<file path="src/rtl/mem_access_ctrl.sv">
// Load/store memory access controller.
// Sizes, aligns and issues one memory op at a time, with a timeout abort.
module mem_access_ctrl #(
  parameter int TIMEOUT_CYC = 64
) (
  input  logic        clk,
  input  logic        rst_n,
  input  logic        start,
  input  logic [31:0] inst,
  input  logic [31:0] addr,
  input  logic [31:0] wdata,
  output logic        busy,
  output logic        done,
  output logic [1:0]  err,
  output logic [31:0] rdata_aligned,
  output logic        mem_req,
  output logic        mem_we,
  output logic [31:0] mem_addr,
  output logic [3:0]  mem_be,
  output logic [31:0] mem_wdata,
  input  logic        mem_gnt,
  input  logic        mem_rvalid,
  input  logic [31:0] mem_rdata
);

  localparam int CW = $clog2(TIMEOUT_CYC + 1);

  typedef enum logic [1:0] {
    S_IDLE,
    S_REQ,
    S_WAIT_R,
    S_DONE
  } state_t;

  state_t      r_state;
  logic [CW-1:0] r_cnt;
  logic [1:0]  r_off;
  logic        r_is_ld;
  logic        r_done;
  logic [1:0]  r_err;
  logic [31:0] r_rdata;
  logic        r_req;
  logic        r_we;
  logic [31:0] r_addr;
  logic [3:0]  r_be;
  logic [31:0] r_wdata;

  logic        w_op_ld;
  logic        w_op_st;
  logic        w_take;
  logic [2:0]  w_f3;
  logic        w_f3_ok;
  logic        w_sz_b;
  logic        w_sz_h;
  logic        w_sz_w;
  logic        w_mis;
  logic [3:0]  w_be;
  logic [31:0] w_wd;
  logic [CW-1:0] w_cnt_nx;
  logic        w_tmo;
  logic        w_unused;

  assign w_op_ld  = (inst[6:0] == 7'b0000011);
  assign w_op_st  = (inst[6:0] == 7'b0100011);
  assign w_f3     = inst[14:12];
  assign w_take   = start && (w_op_ld || w_op_st) &&
                    (r_state == S_IDLE || r_state == S_DONE);
  assign w_f3_ok  = w_op_ld ?
                    (w_f3 != 3'b011 && w_f3 != 3'b110 && w_f3 != 3'b111) :
                    (!w_f3[2] && w_f3[1:0] != 2'b11);
  assign w_sz_b   = (w_f3[1:0] == 2'b00);
  assign w_sz_h   = (w_f3[1:0] == 2'b01);
  assign w_sz_w   = (w_f3[1:0] == 2'b10);
  assign w_mis    = (w_sz_h && addr[0]) || (w_sz_w && (addr[1:0] != 2'b00));
  assign w_cnt_nx = r_cnt + 1'b1;
  assign w_tmo    = (w_cnt_nx == CW'(TIMEOUT_CYC));
  assign w_unused = ^{inst[31:15], inst[11:7]};

  // Byte-enable and lane-replicated store data for the incoming op
  always_comb begin
    w_be = 4'b0000;
    w_wd = 32'h0;
    unique case (1'b1)
      w_sz_b: begin
        w_be = 4'b0001 << addr[1:0];
        w_wd = {4{wdata[7:0]}};
      end
      w_sz_h: begin
        w_be = 4'b0011 << addr[1:0];
        w_wd = {2{wdata[15:0]}};
      end
      w_sz_w: begin
        w_be = 4'b1111;
        w_wd = wdata;
      end
      default: begin
        w_be = 4'b0000;
        w_wd = 32'h0;
      end
    endcase
  end

  // Control FSM with registered memory-side and completion outputs
  always_ff @(posedge clk or negedge rst_n) begin
    if (!rst_n) begin
      r_state <= S_IDLE;
      r_cnt   <= '0;
      r_off   <= 2'b00;
      r_is_ld <= 1'b0;
      r_done  <= 1'b0;
      r_err   <= 2'b00;
      r_rdata <= 32'h0;
      r_req   <= 1'b0;
      r_we    <= 1'b0;
      r_addr  <= 32'h0;
      r_be    <= 4'b0000;
      r_wdata <= 32'h0;
    end else begin
      r_done <= 1'b0;
      unique case (r_state)
        S_IDLE, S_DONE: begin
          if (w_take) begin
            r_cnt <= '0;
            if (!w_f3_ok) begin
              r_state <= S_DONE;
              r_done  <= 1'b1;
              r_err   <= 2'b10;
              r_rdata <= 32'h0;
            end else if (w_mis) begin
              r_state <= S_DONE;
              r_done  <= 1'b1;
              r_err   <= 2'b01;
              r_rdata <= 32'h0;
            end else begin
              r_state <= S_REQ;
              r_req   <= 1'b1;
              r_we    <= w_op_st;
              r_addr  <= {addr[31:2], 2'b00};
              r_be    <= w_be;
              r_wdata <= w_op_st ? w_wd : 32'h0;
              r_is_ld <= w_op_ld;
              r_off   <= addr[1:0];
            end
          end else begin
            r_state <= S_IDLE;
          end
        end
        S_REQ: begin
          r_cnt <= w_cnt_nx;
          if (mem_gnt) begin
            r_req <= 1'b0;
            if (r_is_ld) begin
              r_state <= S_WAIT_R;
            end else begin
              r_state <= S_DONE;
              r_done  <= 1'b1;
              r_err   <= 2'b00;
            end
          end else if (w_tmo) begin
            r_req   <= 1'b0;
            r_state <= S_DONE;
            r_done  <= 1'b1;
            r_err   <= 2'b11;
            r_rdata <= 32'h0;
          end
        end
        S_WAIT_R: begin
          r_cnt <= w_cnt_nx;
          if (mem_rvalid) begin
            r_rdata <= mem_rdata >> {r_off, 3'b000};
            r_state <= S_DONE;
            r_done  <= 1'b1;
            r_err   <= 2'b00;
          end else if (w_tmo) begin
            r_state <= S_DONE;
            r_done  <= 1'b1;
            r_err   <= 2'b11;
            r_rdata <= 32'h0;
          end
        end
        default: r_state <= S_IDLE;
      endcase
    end
  end

  assign busy = rst_n &&
                (r_state == S_REQ || r_state == S_WAIT_R || w_take);
  assign done          = r_done;
  assign err           = r_err;
  assign rdata_aligned = r_rdata;
  assign mem_req       = r_req;
  assign mem_we        = r_we;
  assign mem_addr      = r_addr;
  assign mem_be        = r_be;
  assign mem_wdata     = r_wdata;

endmodule

</file>
<file path="config.mk">
export PLATFORM = sky130hd
export DESIGN_NAME = mem_access_ctrl
export DESIGN_NICKNAME = d
export VERILOG_FILES = /design/src/rtl/mem_access_ctrl.sv
export SDC_FILE = /design/constraint.sdc
export NUM_CORES = 1
export LEC_CHECK = 0
export CORE_UTILIZATION = 45
export CTS_CLUSTER_SIZE = 10
export DETAILED_ROUTE_END_ITERATION = 7
export HOLD_SLACK_MARGIN = 0.02
export PLACE_DENSITY = 0.82
export SKIP_LAST_GASP = 1
export SLEW_MARGIN = 10
export SYNTH_ARGS = -nofsm -noshare
export SYNTH_HDL_FRONTEND = slang
export SYNTH_SLANG_ARGS = --single-unit
export TNS_END_PERCENT = 100
</file>
<file path="constraint.sdc">
create_clock -name clk -period 2.28 [get_ports clk]
set_input_delay 0.57 -clock clk [delete_from_list [all_inputs] [get_ports clk]]
set_output_delay 0.57 -clock clk [all_outputs]
set_load 0.1 [all_outputs]
</file>
==> flow_summary.yaml <==
layout:
  num_antenna_cells: 0
  areaGrowthSynthToFinish_pct: 49.4
  num-fill-cells: 1061
  fin_cells: 1169
  nets: 1116
  proportion_of_layout_cells_with_a_drive_suffix_above_1: 0.227
setup_path:
  timing.critical_path.to: "busy"
  cp-startpoint: "start"
  worst_setup_path_start_kind: "primary input"
  worstReg2RegEnd: "rdata_aligned[28]"
  slowest_delay_ns: 0.50
  crit_end_category: "output port"
  worst-setup-path-type: "in2out"
  required_ns: 1.71
  r2r.worst_path.cells: 10
  critical_path_peak_fanout: 2
  critical_path.reg2reg.startpoint: "r_state[1]"
  timing.critical_path.cells: "clkdlybuf4s50_1, nand4_1, nand2_1, and2_4, buf_12"
  critPathSlowestCell: "sky130_fd_sc_hd__clkdlybuf4s50_1"
  reg2reg_slack_ns: 0.19
  cp_data_arrival_time_ns: 1.64
detailed_routing:
  route.antenna.remaining_nets: 0
  detail_route.first_pass.iterations: 7
  drt-initial-drc-count: 490
  drc_errors: 0
  post_drt_wl_per_cell_um: 17.2
  avgViaCountPerCell: 5.47
  dr_total_vias: 6399
  route.final.wire_length_mm: 20.1
pwr:
  vdd.ir_drop.worst_mv: 0.452
  leakagePower_nw: 4.72
  power-per-cell-area_nw_per_um2: 861
global_routing:
  wire_length_of_the_first_global_routing_pass_mm: 32.0
  grt_start_max_net_pins: 64
  first_global_vias: 6381
  globalRouteTotalUtil: 0.287
  grt_antenna_before_repair: 0
  globalRouteOverflowTotal: 0
synth:
  synth-seq-area-share: 0.460
  yosys.area.top_type_share: 0.460
  syn_area_per_cell_um2: 8.52
  synth.ff_latch_count: 115
  synth-edff-count: 0
  synth.area.top_cells: "sky130_fd_sc_hd__dfrtp_1 46%, sky130_fd_sc_hd__nand2_1 13%, sky130_fd_sc_hd__mux2i_1 3.8%"
  postSynth.topFlopCell: "sky130_fd_sc_hd__dfrtp_1"
  yosysWarnings: 0
  yosys.area.top_type: "sky130_fd_sc_hd__dfrtp_1"
  synth_top_cells_by_count: "222 x sky130_fd_sc_hd__nand2_1, 115 x sky130_fd_sc_hd__dfrtp_1, 46 x sky130_fd_sc_hd__nand3_1, 39 x sky130_fd_sc_hd__a21oi_1, 38 x sky130_fd_sc_hd__nor2_1"
  yosys.cell_count.top_type: "sky130_fd_sc_hd__nand2_1"
  post_synth_instance_area_um2: 6260
  synth_cell_type_count: 57
  post_synth_inst_count: 735
  async_reset_ff_frac: 1.00
placement:
  buffer_ports.inserted: 214
  final_estimated_routing_congestion_in_global_placement: 0.877
  dp_cells: 1128
  hpwl_mm: 14.1
clock_network:
  worst_skew_pair.late_latency_ns: 0.42
  postCtsHoldBufs: 0
  tritoncts: "built"
  root_buffer: "sky130_fd_sc_hd__clkbuf_16"
  cts_max_path_buffers: 2
  cts.htree.levels: 4
  clk_transition_reported_paths_ns: 0.06
  numCtsBuffers: 17
  clkSinkCount: 115
timing:
  report.final.setup_viol: 0
  fmax_mhz: 453
  timing.setup.tns_ns: 0
  tightestPinTransition_ns: 0.843
  slew-limit-headroom: 0.438
  clock_skew_ns: 0.00648
  post-route-period-util: 0.967
  final-hold-violation-count: 0
  period_needed_ns: 2.21
  grt_setup_unrepaired: "false"
  maxSlewViolCount: 0
floorplanning:
  die_area_um2: 14400
  start_util: 0.467
  num_io_pins: 239
  die_height_um: 120
  die_width_um: 120
  core_um2: 13400
  fp-row-count: 42
hold_path:
  hold_path.class: "in2async"
status:
  status: "completed"
job:
  cap_violations: 0
## stage by stage
stage          setup slack (ns)  utilization  hold slack, ns  total power, W  instance area (µm²)
2_1_floorplan             0.118            -           0.274         0.00414                 6270
5_1_grt                  0.0138        0.698           0.377         0.00835                 9360
3_3_place_gp             -0.289        0.644           0.453         0.00497                 8620
3_5_place_dp             -0.332        0.644           0.457         0.00501                 8620
4_1_cts                 0.00381        0.698           0.333         0.00807                 9350
6_report                 0.0749        0.698           0.319         0.00806                 9360
## registers in the layout, indices dropped and copies added, names as in the netlist
| name | count |
|---|---|
| mem_wdata | 32 |
| rdata_aligned | 32 |
| mem_addr | 30 |
| r_cnt | 7 |
| mem_be | 4 |
| err | 2 |
| r_off | 2 |
| r_state | 2 |
| done | 1 |
| mem_req | 1 |
| mem_we | 1 |
| r_is_ld | 1 |
## power by group
group / switching [W] / total [W] / internal [W]
registers: 0.000150 / 0.00236 / 0.00221
clock network: 0.000937 / 0.00301 / 0.00207
logic: 0.00183 / 0.00269 / 0.000862
## cells in the final DEF (no fill, tap or decap), drive strengths merged, types with 3 or more instances in the layout
cell type,count
ha,3
nor2,38
and2,4
a32o,3
o211ai,18
mux2,8
nor2b,24
a21oi,41
nand2b,4
a221o,18
a21o,22
clkbuf,25
nand2,222
nand3,46
o21ai,36
a31oi,3
or2,3
dfrtp,115
inv,11
nor3,3
clkinv,4
mux2i,24
clkdlybuf4s50,103
bufinv,6
buf,173
## area by class of cell
cell class	instances	area [µm²]	area share
inverter	11	41.3	0.00441
multi-input combinational	553	3050	0.326
clock inverter	10	204	0.0218
tap	176	220	0.0235
sequential	115	2880	0.308
clock buffer	22	454	0.0485
timing repair buffer	282	2510	0.268
## metal layers
layer	global-route usage	vias to the layer above	part of all wire
li1	-	3019	-
met1	0.339	3040	0.39
met2	0.481	308	0.49
met3	0.0941	32	0.097
met4	0.116	0	0.020
met5	0	-	0
## critical path: cells and delay by family
kind	cells	cell delay (ns)
buffers and inverters	2	0.66
and+or+nand+nor	3	0.40
## worst min-delay path by stage
stage                    end  slack, ns  depth (start not counted)
6_report             r_is_ld       0.32                          2
5_1_grt              r_is_ld       0.38                          2
4_1_cts              r_is_ld       0.33                          2
3_5_place_dp       mem_be[0]       0.46                          2
3_3_place_gp   mem_wdata[16]       0.45                          2
2_1_floorplan           done       0.27                          0
## what timing repair did
item                       4_1_cts  5_1_grt
resized for setup                6       11
setup endpoints to repair        1       83
buffers inserted                 8        2
pin swaps                        4        4
gates cloned                     0        0
## cell families (layout without fill, tap and decap cells)
family,count (synthesis),count (layout),share of synthesized area
AO/OA/AOI/OAI,161,161,0.176
adder cells (fa/ha/maj),3,3,0.00599
buffers and inverters,68,325,0.0575
multiplexers,32,32,0.0527
flip-flops,115,115,0.460
AND/OR/NAND/NOR,355,355,0.247
other,1,2,0.000599
No activity file was read; power rests on OpenSTA's default activity.
